--- src/rtl/branch_resolve_unit_if.sv ---
// Port bundle for branch_resolve_unit: EX-stage operands and comparator flags in,
// redirect / flush / status / prediction out. The pipeline side uses master.
interface branch_resolve_unit_if #(
    parameter int XLEN = 32
);
    logic            i_valid;
    logic            i_stall;
    logic            i_is_branch;
    logic            i_is_jal;
    logic            i_is_jalr;
    logic [2:0]      i_funct3;
    logic            i_lt;
    logic            i_eq;
    logic [XLEN-1:0] i_pc;
    logic [XLEN-1:0] i_imm;
    logic [XLEN-1:0] i_rs1;
    logic            i_pred_taken;
    logic [XLEN-1:0] i_fetch_pc;

    logic            o_cmp_unsigned;
    logic            o_redirect;
    logic [XLEN-1:0] o_redirect_pc;
    logic [XLEN-1:0] o_link;
    logic            o_flush;
    logic            o_misaligned;
    logic            o_illegal;
    logic            o_fetch_pred;
    logic [31:0]     o_branch_cnt;
    logic [31:0]     o_taken_cnt;

    modport slave (
        input  i_valid, i_stall, i_is_branch, i_is_jal, i_is_jalr, i_funct3,
               i_lt, i_eq, i_pc, i_imm, i_rs1, i_pred_taken, i_fetch_pc,
        output o_cmp_unsigned, o_redirect, o_redirect_pc, o_link, o_flush,
               o_misaligned, o_illegal, o_fetch_pred, o_branch_cnt, o_taken_cnt
    );

    modport master (
        output i_valid, i_stall, i_is_branch, i_is_jal, i_is_jalr, i_funct3,
               i_lt, i_eq, i_pc, i_imm, i_rs1, i_pred_taken, i_fetch_pc,
        input  o_cmp_unsigned, o_redirect, o_redirect_pc, o_link, o_flush,
               o_misaligned, o_illegal, o_fetch_pred, o_branch_cnt, o_taken_cnt
    );
endinterface

--- src/rtl/branch_resolve_unit.sv ---
// EX-stage branch/jump resolution with redirect + flush sequencer towards IF/ID.
// Optional macro BRANCH_PREDICT_EN adds a 2-bit BHT and redirects only on mispredict.
module branch_resolve_unit #(
    parameter int XLEN         = 32,
    parameter int FLUSH_CYCLES = 2,
    parameter int BHT_ENTRIES  = 64
) (
    input  logic                 clk,
    input  logic                 rst,
    branch_resolve_unit_if.slave bus
);
    localparam logic [1:0] ST_IDLE     = 2'd0;
    localparam logic [1:0] ST_REDIRECT = 2'd1;
    localparam logic [1:0] ST_FLUSH    = 2'd2;

    localparam int            CW         = (FLUSH_CYCLES > 2) ? $clog2(FLUSH_CYCLES) : 1;
    localparam bit            HAS_FLUSH  = (FLUSH_CYCLES > 1);
    localparam logic [CW-1:0] FLUSH_LOAD = HAS_FLUSH ? CW'(FLUSH_CYCLES - 2) : '0;

    logic [1:0]      state_q, state_d;
    logic [CW-1:0]   flush_cnt_q, flush_cnt_d;
    logic [XLEN-1:0] redirect_pc_q, redirect_pc_d;
    logic [XLEN-1:0] link_q, link_d;
    logic            misaligned_q, misaligned_d;
    logic            illegal_q, illegal_d;
    logic [31:0]     branch_cnt_q, branch_cnt_d;
    logic [31:0]     taken_cnt_q, taken_cnt_d;

    logic            sel_jalr, sel_jal, sel_branch, sel_any;
    logic            cond_true, f3_illegal;
    logic            taken, misaligned, redirect_need, accept;
    logic [XLEN-1:0] pc_plus4, jalr_sum, target, redirect_target;

    // jalr > jal > branch when several type flags are raised together
    assign sel_jalr   = bus.i_is_jalr;
    assign sel_jal    = bus.i_is_jal & ~bus.i_is_jalr;
    assign sel_branch = bus.i_is_branch & ~bus.i_is_jal & ~bus.i_is_jalr;
    assign sel_any    = sel_jalr | sel_jal | sel_branch;

    assign bus.o_cmp_unsigned = bus.i_funct3[1];

    always_comb begin
        cond_true  = 1'b0;
        f3_illegal = 1'b0;
        case (bus.i_funct3)
            3'b000:         cond_true  = bus.i_eq;
            3'b001:         cond_true  = ~bus.i_eq;
            3'b100, 3'b110: cond_true  = bus.i_lt;
            3'b101, 3'b111: cond_true  = ~bus.i_lt;
            default:        f3_illegal = 1'b1;
        endcase
    end

    assign pc_plus4   = bus.i_pc + XLEN'(4);
    assign jalr_sum   = bus.i_rs1 + bus.i_imm;
    assign target     = sel_jalr ? (jalr_sum & ~XLEN'(1)) : (bus.i_pc + bus.i_imm);
    assign taken      = sel_jalr | sel_jal | (sel_branch & cond_true & ~f3_illegal);
    assign misaligned = taken & target[1];
    assign accept     = bus.i_valid & ~bus.i_stall & (state_q == ST_IDLE);
    // a predicted-taken branch that resolves not-taken must fall through to pc+4
    assign redirect_target = taken ? target : pc_plus4;

`ifdef BRANCH_PREDICT_EN
    localparam int IW = $clog2(BHT_ENTRIES);

    logic [IW-1:0]          upd_idx, look_idx;
    logic                   bht_upd;
    logic [BHT_ENTRIES-1:0] bht_msb;

    assign upd_idx  = bus.i_pc[IW+1:2];
    assign look_idx = bus.i_fetch_pc[IW+1:2];
    assign bht_upd  = accept & sel_branch;

    generate
        for (genvar gi = 0; gi < BHT_ENTRIES; gi++) begin : g_bht
            logic [1:0] ctr_q, ctr_d;

            always_comb begin
                ctr_d = ctr_q;
                if (bht_upd && (upd_idx == IW'(gi))) begin
                    if (taken && (ctr_q != 2'b11))
                        ctr_d = ctr_q + 2'd1;
                    else if (!taken && (ctr_q != 2'b00))
                        ctr_d = ctr_q - 2'd1;
                end
            end

            always_ff @(posedge clk or posedge rst) begin
                if (rst)
                    ctr_q <= 2'b01;
                else
                    ctr_q <= ctr_d;
            end

            assign bht_msb[gi] = ctr_q[1];
        end
    endgenerate

    assign bus.o_fetch_pred = bht_msb[look_idx];
    assign redirect_need    = sel_any & ~misaligned & (taken != bus.i_pred_taken);

    logic unused_fetch_bits;
    assign unused_fetch_bits = ^{bus.i_fetch_pc[XLEN-1:IW+2], bus.i_fetch_pc[1:0]};
`else
    assign bus.o_fetch_pred = 1'b0;
    assign redirect_need    = taken & ~misaligned;

    logic unused_pred_inputs;
    assign unused_pred_inputs = ^{bus.i_pred_taken, bus.i_fetch_pc, BHT_ENTRIES[0]};
`endif

    // Sequencer: a stall freezes the state and the flush countdown wherever it is.
    always_comb begin
        state_d     = state_q;
        flush_cnt_d = flush_cnt_q;
        if (!bus.i_stall) begin
            case (state_q)
                ST_IDLE: begin
                    if (accept && redirect_need)
                        state_d = ST_REDIRECT;
                end
                ST_REDIRECT: begin
                    if (HAS_FLUSH) begin
                        state_d     = ST_FLUSH;
                        flush_cnt_d = FLUSH_LOAD;
                    end else begin
                        state_d = ST_IDLE;
                    end
                end
                ST_FLUSH: begin
                    if (flush_cnt_q == '0)
                        state_d = ST_IDLE;
                    else
                        flush_cnt_d = flush_cnt_q - CW'(1);
                end
                default: state_d = ST_IDLE;
            endcase
        end
    end

    always_comb begin
        redirect_pc_d = redirect_pc_q;
        link_d        = link_q;
        misaligned_d  = misaligned_q;
        illegal_d     = illegal_q;
        branch_cnt_d  = branch_cnt_q;
        taken_cnt_d   = taken_cnt_q;
        if (!bus.i_stall) begin
            misaligned_d = accept & misaligned;
            illegal_d    = accept & sel_branch & f3_illegal;
        end
        if (accept && redirect_need)
            redirect_pc_d = redirect_target;
        if (accept && (sel_jal || sel_jalr))
            link_d = pc_plus4;
        if (accept && sel_branch && !f3_illegal) begin
            branch_cnt_d = branch_cnt_q + 32'd1;
            if (taken)
                taken_cnt_d = taken_cnt_q + 32'd1;
        end
    end

    always_ff @(posedge clk or posedge rst) begin
        if (rst) begin
            state_q       <= ST_IDLE;
            flush_cnt_q   <= '0;
            redirect_pc_q <= '0;
            link_q        <= '0;
            misaligned_q  <= 1'b0;
            illegal_q     <= 1'b0;
            branch_cnt_q  <= '0;
            taken_cnt_q   <= '0;
        end else begin
            state_q       <= state_d;
            flush_cnt_q   <= flush_cnt_d;
            redirect_pc_q <= redirect_pc_d;
            link_q        <= link_d;
            misaligned_q  <= misaligned_d;
            illegal_q     <= illegal_d;
            branch_cnt_q  <= branch_cnt_d;
            taken_cnt_q   <= taken_cnt_d;
        end
    end

    // Decoded straight from the state register so reset drops them without a clock.
    assign bus.o_redirect    = (state_q == ST_REDIRECT);
    assign bus.o_flush       = (state_q != ST_IDLE);
    assign bus.o_redirect_pc = redirect_pc_q;
    assign bus.o_link        = link_q;
    assign bus.o_misaligned  = misaligned_q;
    assign bus.o_illegal     = illegal_q;
    assign bus.o_branch_cnt  = branch_cnt_q;
    assign bus.o_taken_cnt   = taken_cnt_q;
endmodule

--- src/flat_wrapper.sv ---
// flat-port wrapper written by rule: the top's interface ports become plain ports
module branch_resolve_unit_flat 
#(
    parameter int XLEN         = 32,
    parameter int FLUSH_CYCLES = 2,
    parameter int BHT_ENTRIES  = 64
)
  (clk, rst, bus_i_valid, bus_i_stall, bus_i_is_branch, bus_i_is_jal, bus_i_is_jalr, bus_i_funct3, bus_i_lt, bus_i_eq, bus_i_pc, bus_i_imm, bus_i_rs1, bus_i_pred_taken, bus_i_fetch_pc, bus_o_cmp_unsigned, bus_o_redirect, bus_o_redirect_pc, bus_o_link, bus_o_flush, bus_o_misaligned, bus_o_illegal, bus_o_fetch_pred, bus_o_branch_cnt, bus_o_taken_cnt);
  branch_resolve_unit_if #(.XLEN(XLEN)) bus_i ();
  input  logic clk;
  input  logic rst;
  input wire logic [$bits(bus_i.i_valid)-1:0] bus_i_valid;
  input wire logic [$bits(bus_i.i_stall)-1:0] bus_i_stall;
  input wire logic [$bits(bus_i.i_is_branch)-1:0] bus_i_is_branch;
  input wire logic [$bits(bus_i.i_is_jal)-1:0] bus_i_is_jal;
  input wire logic [$bits(bus_i.i_is_jalr)-1:0] bus_i_is_jalr;
  input wire logic [$bits(bus_i.i_funct3)-1:0] bus_i_funct3;
  input wire logic [$bits(bus_i.i_lt)-1:0] bus_i_lt;
  input wire logic [$bits(bus_i.i_eq)-1:0] bus_i_eq;
  input wire logic [$bits(bus_i.i_pc)-1:0] bus_i_pc;
  input wire logic [$bits(bus_i.i_imm)-1:0] bus_i_imm;
  input wire logic [$bits(bus_i.i_rs1)-1:0] bus_i_rs1;
  input wire logic [$bits(bus_i.i_pred_taken)-1:0] bus_i_pred_taken;
  input wire logic [$bits(bus_i.i_fetch_pc)-1:0] bus_i_fetch_pc;
  output wire logic [$bits(bus_i.o_cmp_unsigned)-1:0] bus_o_cmp_unsigned;
  output wire logic [$bits(bus_i.o_redirect)-1:0] bus_o_redirect;
  output wire logic [$bits(bus_i.o_redirect_pc)-1:0] bus_o_redirect_pc;
  output wire logic [$bits(bus_i.o_link)-1:0] bus_o_link;
  output wire logic [$bits(bus_i.o_flush)-1:0] bus_o_flush;
  output wire logic [$bits(bus_i.o_misaligned)-1:0] bus_o_misaligned;
  output wire logic [$bits(bus_i.o_illegal)-1:0] bus_o_illegal;
  output wire logic [$bits(bus_i.o_fetch_pred)-1:0] bus_o_fetch_pred;
  output wire logic [$bits(bus_i.o_branch_cnt)-1:0] bus_o_branch_cnt;
  output wire logic [$bits(bus_i.o_taken_cnt)-1:0] bus_o_taken_cnt;
  assign bus_i.i_valid = bus_i_valid;
  assign bus_i.i_stall = bus_i_stall;
  assign bus_i.i_is_branch = bus_i_is_branch;
  assign bus_i.i_is_jal = bus_i_is_jal;
  assign bus_i.i_is_jalr = bus_i_is_jalr;
  assign bus_i.i_funct3 = bus_i_funct3;
  assign bus_i.i_lt = bus_i_lt;
  assign bus_i.i_eq = bus_i_eq;
  assign bus_i.i_pc = bus_i_pc;
  assign bus_i.i_imm = bus_i_imm;
  assign bus_i.i_rs1 = bus_i_rs1;
  assign bus_i.i_pred_taken = bus_i_pred_taken;
  assign bus_i.i_fetch_pc = bus_i_fetch_pc;
  assign bus_o_cmp_unsigned = bus_i.o_cmp_unsigned;
  assign bus_o_redirect = bus_i.o_redirect;
  assign bus_o_redirect_pc = bus_i.o_redirect_pc;
  assign bus_o_link = bus_i.o_link;
  assign bus_o_flush = bus_i.o_flush;
  assign bus_o_misaligned = bus_i.o_misaligned;
  assign bus_o_illegal = bus_i.o_illegal;
  assign bus_o_fetch_pred = bus_i.o_fetch_pred;
  assign bus_o_branch_cnt = bus_i.o_branch_cnt;
  assign bus_o_taken_cnt = bus_i.o_taken_cnt;
  branch_resolve_unit #(.XLEN(XLEN), .FLUSH_CYCLES(FLUSH_CYCLES), .BHT_ENTRIES(BHT_ENTRIES)) u_core (.clk(clk), .rst(rst), .bus(bus_i));
endmodule
--- config.mk ---
export PLATFORM = sky130hd
export DESIGN_NAME = branch_resolve_unit_flat
export DESIGN_NICKNAME = d
export VERILOG_FILES = /design/src/rtl/branch_resolve_unit_if.sv /design/src/rtl/branch_resolve_unit.sv /design/src/flat_wrapper.sv
export SDC_FILE = /design/constraint.sdc
export NUM_CORES = 1
export LEC_CHECK = 0
export ABC_AREA = 1
export CORE_ASPECT_RATIO = 1.2
export CORE_MARGIN = 4
export CORE_UTILIZATION = 48
export CTS_BUF_LIST = sky130_fd_sc_hd__clkbuf_4
export DETAILED_ROUTE_END_ITERATION = 10
export GPL_TIMING_DRIVEN = 1
export PLACE_DENSITY_LB_ADDON = 0.12
export SLEW_MARGIN = 20
export SYNTH_ARGS = -nofsm -noshare
export SYNTH_HDL_FRONTEND = slang
export SYNTH_SLANG_ARGS = --single-unit
export TNS_END_PERCENT = 10
--- constraint.sdc ---
create_clock -name clk -period 4.5 [get_ports clk]
set_clock_uncertainty 0.1 [all_clocks]
set_input_delay 0.9 -clock clk [delete_from_list [all_inputs] [get_ports clk]]
set_output_delay 0.9 -clock clk [all_outputs]
set_load 0.02 [all_outputs]
# Word-level counts from Yosys, hierarchy flattened
# Cells that the tools add are included.
# classes
bitwise_logic	20
mux	9
reduce_logical	15
addsub	6
eq_ne	9
# ops
cell	count
adder 32 x 1 -> 32 bit (second input constant)	2
adder 32 bit	2
two-way mux 32 bit	2
adder 32 x 3 -> 32 bit (second input constant)	1
AND 1 bit	12
equality test 3 bit (second input constant)	4
inverter 1 bit	6
one-hot mux 2 bit (3 select lines)	1
OR reduction 6 bit	1
logical AND 1 bit	4
two-way mux 2 bit	2
inequality test 2 bit (second input constant)	2
one-hot mux 1 bit (4 select lines)	1
AND reduction 2 bit	2
nonzero test 2 bit	2
OR reduction 2 bit	2
equality test 3 x 1 -> 1 bit (second input constant)	1
zero test 3 bit	1
AND reduction 3 bit	1
equality test 2 x 1 -> 1 bit (second input constant)	1
equality test 2 bit (second input constant)	1
zero test 2 bit	1
two-way mux 1 bit	2
bitwise OR 1 bit	2
3 further kinds	3
# word_totals
reg_bits	133
in_bits	141

# Longest topological paths before layout
# logic_depth
ltp_word	12
depth_mapped	16
depth_no_buf	16

# Least setup slack after synthesis
# OpenSTA, ideal clock, no wires.
# synth_timing
path_kind	input to register
start	input bus_i_imm[0]
end	register u_core.redirect_pc_q[19], in the netlist u_core.bus.o_redirect_pc[19]
slack_ps	1898
setup_ps	113
cell_stages	9
arrival_time_ps	2389
required_time_ps	4287
path_cell_list	ha_1 fa_1 o21ai_2 nand3_2 inv_2 buf_2 or2_2 nand2_1 inv_1
# synth_between
elab_chain_cells	6
# synth_lines
item	line_no	text
start: declaration	flat_wrapper.sv:21	input wire logic [$bits(bus_i.i_imm)-1:0] bus_i_imm;
adder 32 bit (on tied branches)	branch_resolve_unit.sv:56, branch_resolve_unit.sv:55	
two-way mux 32 bit *	branch_resolve_unit.sv:56	assign target = sel_jalr ? (jalr_sum & ~XLEN'(1)) : (bus.i_pc + bus.i_imm);
AND 1 bit	branch_resolve_unit.sv:58	assign misaligned = taken & target[1];
inverter 1 bit	branch_resolve_unit.sv:106	assign redirect_need = taken & ~misaligned;
AND 1 bit	branch_resolve_unit.sv:106	
logical AND 1 bit	branch_resolve_unit.sv:152	if (accept && redirect_need)
end signal: assignment	branch_resolve_unit.sv:176	redirect_pc_q <= redirect_pc_d;
end: declaration	branch_resolve_unit.sv:22	logic [XLEN-1:0] redirect_pc_q, redirect_pc_d;
# Every way passes the cells marked *; elsewhere a longest branch is shown, timed or not.
# A chain may end at the register's enable or synchronous reset.

# Worst setup path after layout
# layout_timing
start	input bus_i_imm[0]
end	register u_core.redirect_pc_q[25], in the netlist u_core.bus.o_redirect_pc[25]
# The elaborated chain is that of the path after synthesis.

==> summary.md <==
| Metric | Value |
|---|---|
| Die area | `27,160 sq um` |
| Crit path launch type | `primary input` |
| First-pass GRT wire length | `58.43 mm` |
| Core area | `24,050 sq um` |
| Critical Path Fanout Max | `28` |
| Post-synth EDFFs | `0` |
| Design area | `about 15,000 sq um` |
| Placed Cells | `roughly 2,400` |
| Post-CTS Hold Buffers | `0` |
| Residual DRC | `0` |
| Die Y | `between 150 and 200 um` |
| Netlist Area Pre-Place | `roughly 12,000 sq um` |
| Layout cells sized above 1 | `4.594%` |
| Final-report hold violation count | `0` |
| Vias | `between 10,000 and 15,000` |
| Origin of the worst setup path | `bus_i_imm[0]` |
| Final core utilization | `between 60% and 70%` |
| CP Data Required Time | `4.86 ns` |
| Cell variety after synth | `between 40 and 50` |
| Avg WL per Cell | `15.05 um` |
| Cells after Synth | `around 1,900` |
| Worst r2r src | `u_core.state_q[0]` |
| Fin nets | `2,327` |
| Postcts setup bufs | `0` |
| Antenna Nets Post-Route | `0` |
| Synthesis-to-layout area growth | `25.82%` |
| Max Cap Violations | `0` |
| Setup WS post-layout | `1.429 ns` |
| Syn_nets | `2,082` |
| Post-DP HPWL | `about 31 mm` |
| RSZ-0062 raised after global routing | `false` |
| Clock transition at path regs | `approximately 0.13 ns` |
| Die Width | `151.1 um` |
| CP Class | `in -> reg` |
| Status | `finished clean` |
| Top Ports | `~280` |
| Gr ovfl total | `0` |
| Crit-path slowest cell | `clkdlybuf4s50_1` |
| YS warnings | `0` |
| Path length in cells of the critical path | `12` |
| Pwr/cell area | `299.2 nW/um^2` |
| Finished Layout Cells | `2,454` |
| Clk buf depth | `2` |
| Leakage | `7.902 nW` |
| Setup TNS | `0 ns` |
| Clock Sinks | `about 130` |
| Later-pin clock latency in the skew report | `about 0.55 ns` |
| Drt pass-1 iters | `5` |
| Initial antenna violation count | `2` |
| # rows | `just over 60` |
| CTS root buffer | `clkbuf_4` |
| TritonCTS clock tree | `yes` |
| Initial drt markers | `between 700 and 800` |
| CP delay by family, top | `buffers and inverters` |
| #FFs+latches synth | `132` |
| Fillcell total | `approximately 2,400` |
| Post-DP Area | `14,560 sq um` |
| Max Fclk | `0.3256 GHz` |
| Place WS | `approximately 0.85 ns` |
| Slowest Stage Delay on Critical Path | `0.49 ns` |
| Worst Setup EP | `u_core.bus.o_redirect_pc[25]` |
| WP buf/inv | `5` |
| Initial Util | `a little under 50%` |
| Max-slew violation total from the final report | `0` |
| Synthesized area per cell | `6.292 sq um` |
| Largest net degree at the start of global routing | `72` |
| VDD IR-drop max | `0.2980 mV` |
| All-Layer GR Usage | `a little over a quarter` |
| Reg2Reg Capture Point | `u_core.bus.o_taken_cnt[24]` |
| DRT Wirelength | `roughly 37 mm` |
| Worst path cell trace | `clkdlybuf4s50_1 -> nand2_1 -> inv_1 -> fa_1 -> or2_0 -> o21ai_2 -> nand3_2 -> inv_2 -> buf_4 -> nand3_1 -> nand2_1 -> inv_1` |
| R2r setup slk | `1.93 ns` |
| Num CTS Buffers | `17` |
| Worst Path Arrival | `approximately 3.4 ns` |
| Slew @ Worst Pin | `roughly 0.66 ns` |
| Final Critical Period | `3.071 ns` |
| Critical Path End Type | `flip-flop` |
| Hold WC Path Type | `reg -> reg` |
| Vias in the first global route | `between 10,000 and 15,000` |
| Slew HR | `roughly 56%` |
| Routability congestion estimate | `about 0.92` |
| Post-CTS sizing | `0` |
| Post-synthesis sequential area ratio | `~28%` |
| PortBufs | `240` |
| Number of vias per cell | `5.002` |
| Final setup viols | `0` |
| FFs w/ async S/R, synth | `100.0%` |
| Tcrit/Tclk final | `68.24%` |
| H-Tree Depth | `4` |
| Most used flip-flop cell after synthesis | `dfrtp_1` |
| R2R depth | `9` |
==> through the flow <==
stage	total power [mW]	hold WS [ns]
4_1_cts	4.475	0.3950
3_5_place_dp	3.652	0.3612
3_3_place_gp	3.619	0.3505
5_1_grt	4.747	0.4086
2_1_floorplan	2.719	0.4187
6_report	4.441	0.3911
==> cell type report <==
type | count | area [sq um] | area share [%]
multi-input combinational | 1393 | 7147 | 48.15
sequential | 132 | 3303 | 22.25
timing repair buffer | 249 | 2482 | 16.72
inverter | 327 | 1231 | 8.294
tap | 320 | 400.4 | 2.697
clock inverter | 14 | 142.6 | 0.9609
clock buffer | 18 | 135.1 | 0.9103
antenna | 1 | 2.502 | 0.01686
==> worst min path at each step <==
stage,from,to,cells after the start
final,u_core.bus.o_redirect_pc[1],u_core.bus.o_redirect_pc[1],2
after detailed placement,u_core.bus.o_redirect_pc[1],u_core.bus.o_redirect_pc[1],2
after global routing,u_core.bus.o_link[1],u_core.bus.o_link[1],2
after CTS,u_core.bus.o_link[1],u_core.bus.o_link[1],2
after global placement,u_core.bus.o_redirect_pc[1],u_core.bus.o_redirect_pc[1],2
after floorplan,u_core.state_q[1],u_core.state_q[1],2
==> cells by family (layout without fill, tap and decap cells) <==
| kind of cell | after synthesis | count (layout) | synth area share (%) |
|---|---|---|---|
| muxes | 3 | 3 | 0.2863 |
| buffers and inverters | 350 | 608 | 11.42 |
| and+or+nand+nor | 1100 | 1100 | 40.26 |
| DFF | 132 | 132 | 28.00 |
| adders and majority gates | 66 | 66 | 7.127 |
| other | 1 | 2 | 0.03179 |
| AOI/OAI and AO/OA | 128 | 128 | 5.822 |
| xor gates and xnor gates | 95 | 95 | 7.053 |
==> cells in the mapped netlist, drive strengths merged (13+ instances only) <==
cell type | n | area [sq um]
a21oi | 52 | 260.3
dfrtp | 132 | 3303
ha | 64 | 800.8
inv | 327 | 1227
nand2 | 681 | 2569
nand3 | 149 | 788.3
nand3b | 15 | 112.6
nand4 | 30 | 193.9
nor2 | 146 | 608.1
nor3 | 47 | 271.5
nor4 | 13 | 87.58
o21ai | 58 | 294.0
or2 | 15 | 93.84
xnor2 | 31 | 271.5
xor2 | 64 | 560.5
==> worst register-to-register path: stages, from the launching register on <==
cell,delay (ns)
dfrtp_1,0.43
nor2_4,0.14
nand3_4,0.11
nor2_4,0.12
buf_4,0.26
nand2_1,0.38
inv_1,0.50
nand2_1,0.17
nor2_1,0.14
xor2_1,0.16
==> layout by cell type, fill, tap and decap left out, types with 7 or more instances in the layout <==
cell type	instances
nor4_1	12
inv_2	7
clkbuf_4	18
nor2_1	134
ha_1	64
o21ai_0	54
xor2_1	64
nand3_1	142
dfrtp_1	132
nand3b_1	15
buf_4	8
or2_2	14
xnor2_1	31
inv_1	319
nand2_1	676
clkdlybuf4s50_1	240
a21oi_1	52
nor3_1	41
nand4_1	29
==> registers in the layout, summed over array words and instances, names as in the netlist <==
signal and count:
u_core.bus.o_link 32, u_core.bus.o_illegal 1, u_core.bus.o_redirect_pc 32, u_core.bus.o_branch_cnt 32, u_core.bus.o_taken_cnt 32, u_core.state_q 2
u_core.bus.o_misaligned 1
==> report_power, final <==
part	switching (mW)	leakage [nW]	internal, mW
logic	1.13	6.09	0.873
clock network	0.515	0.149	0.297
registers	0.195	1.66	1.43
==> routing by layer <==
metal,GRT usage [%],routed length [um],up-vias
li1,-,-,6352
met1,36.31,16590,5528
met2,44.99,17330,347
met3,3.929,2047,47
met4,7.620,961,0
met5,0,0,-
No activity file was read; power rests on OpenSTA's default activity.
==> RTL change (config.mk and constraints unchanged) <==
Register the output `bus.o_redirect`, without a reset; this adds one clock of latency there.
--- a/src/rtl/branch_resolve_unit.sv
+++ b/src/rtl/branch_resolve_unit.sv
@@ -185,3 +185,5 @@
     // Decoded straight from the state register so reset drops them without a clock.
-    assign bus.o_redirect    = (state_q == ST_REDIRECT);
+    always_ff @(posedge clk) begin
+        bus.o_redirect <= (state_q == ST_REDIRECT);
+    end
     assign bus.o_flush       = (state_q != ST_IDLE);
Check against the original RTL: not equivalent (Yosys sat finds a counterexample within 4 cycles, from zero or initial values and one cycle with rst high).
==> RTL change against the original RTL <==
Final cell count barely moved; sequential cell count rose by 1; area after synthesis rose by 0.17%; wire length decreased by 0.58%; global-route usage shrank 0.070 points; sequential share of layout area is essentially flat; final area grew 0.51%; total power rose by 3.6%; worst setup slack improved by 0.0036 ns; critical path type unchanged; critical endpoint is now u_core.bus.o_redirect_pc[30]; largest power group unchanged; highest routed layer unchanged.
==> RTL change: results (changes against the original RTL) <==
* Fraction of synthesized area in multiplexers at 0.286% (-0.00049 points)
* Met1 GRT Util at 35.9% (-0.41 points)
* Num sequential at 133 (+0.76%)
* Headroom to the max-slew limit at 48.2% (-7.9 points)
* Number of multi-input combinational cells at 1,393 (unchanged)
* Antenna Diode Count at 2 (+1)
* Cell-internal power at 2.77 mW (+6.5%)
* Final nets at 2,328 (+0.043%)
* Synth area leaders: dfrtp_1 28%, nand2_1 21%, inv_1 10%
* Per-instance average area after synthesis at 6.30 sq um (+0.12%)
* Non-Filler Instances at 2,455 (+0.041%)
* Met2 Resource Use GR at 44.2% (-0.84 points)
* Clock group at 970 uW (+19%)
* Nonclk inv count at 327 (unchanged)
* Final RePlAce weighted congestion at 0.938 (+1.6%)
* Library cells used by synthesis at 47 (+2.2%)
* DR WL met3 at 2420 microns (+18%)
* Number of filler instances in the final layout at 2,325 (-2.1%)
* First-pass GRT wire length at 58,800 microns (+0.60%)
* Placed instance count at 2,422 (+0.041%)
* Drt total wl at 36,700 microns (-0.58%)
* Fraction of synthesized cell area in xor and xnor cells at 7.04% (-0.012 points)
* Crit path largest cell delay at 0.52 ns (+0.03 ns)
* Non-clock buffer share at 16.6% (-0.086 points)
* Worst R2R Setup Slack at 1.88 ns (-0.05 ns)
* Initial antenna violation count at 1 (-1)
* Global Route met3 Usage at 4.91% (+0.98 points)
* Number of global-route vias before repair at 11,785 (+2.1%)
* Seq/Total Area, Yosys at 28.1% (+0.12 points)
* Adder and majority cell fraction of the synthesized area at 7.11% (-0.012 points)
* Post-Syn Nets at 2,083 (+0.048%)
* Reg power frac at 35.4% (-1.1 points)
* Status: finished clean
* Leakage power at 7.94 nW (+0.44%)
* Largest class: multi-input gates
* Detailed placer's ending HPWL at 30,200 microns (-1.6%)
* Detailed-route vias per instance at 5.05 (+1.1%)
* Iter 0 DRT Violations at 832 (+13%)
* Async set-reset flop share out of synthesis at 99.2% (-0.75 points)
* Length of routed met2 wiring at 17,100 microns (-1.2%)
* Post-route met1 wirelength at 16,000 microns (-3.2%)
* Resized Gates After CTS at 0 (unchanged)
* Crit Path Max Fanout at 23 (-18%)
* Complex-gate fraction of the synthesized area at 5.81% (-0.0099 points)
* Register area at 0.00332 sq mm (+0.61%)
* Worst Setup EP: u_core.bus.o_redirect_pc[30]
* Total routing resource utilization after global routing at 26.9% (-0.070 points)
* Detailed-routing iteration count for the pre-antenna-repair pass at 7 (+2)
* Worst path arrival time at 3.45 ns (+0.02 ns)
==> RTL change: changes by cell type in the layout (fill, tap and decap cells not counted) <==
cell       delta
diode_2       +1
clkinv_1      -1
clkinv_4      -3
dfxtp_1       +1
inv_8         -1
bufinv_16     +3
clkinv_2      +1
==> RTL change: stage by stage <==
step	setup slack [ns]	hold WS [ns]	area [sq um]
after floorplan	1.86	0.398	11800
after global placement	0.848	0.348	14600
after detailed placement	0.838	0.360	14600
after CTS	1.46	0.391	14900
after global routing	1.29	0.412	14900
final	1.43	0.388	14900
==> RTL change: worst min-delay path by stage <==
stage,slack [ns],cells after the start,to
finish,0.39,2,u_core.bus.o_redirect_pc[1]
global route,0.41,2,u_core.bus.o_link[3]
CTS,0.39,2,u_core.bus.o_link[3]
detailed placement,0.36,2,u_core.bus.o_redirect_pc[1]
floorplan,0.40,1,u_core.bus.o_redirect
global placement,0.35,2,u_core.bus.o_redirect_pc[1]
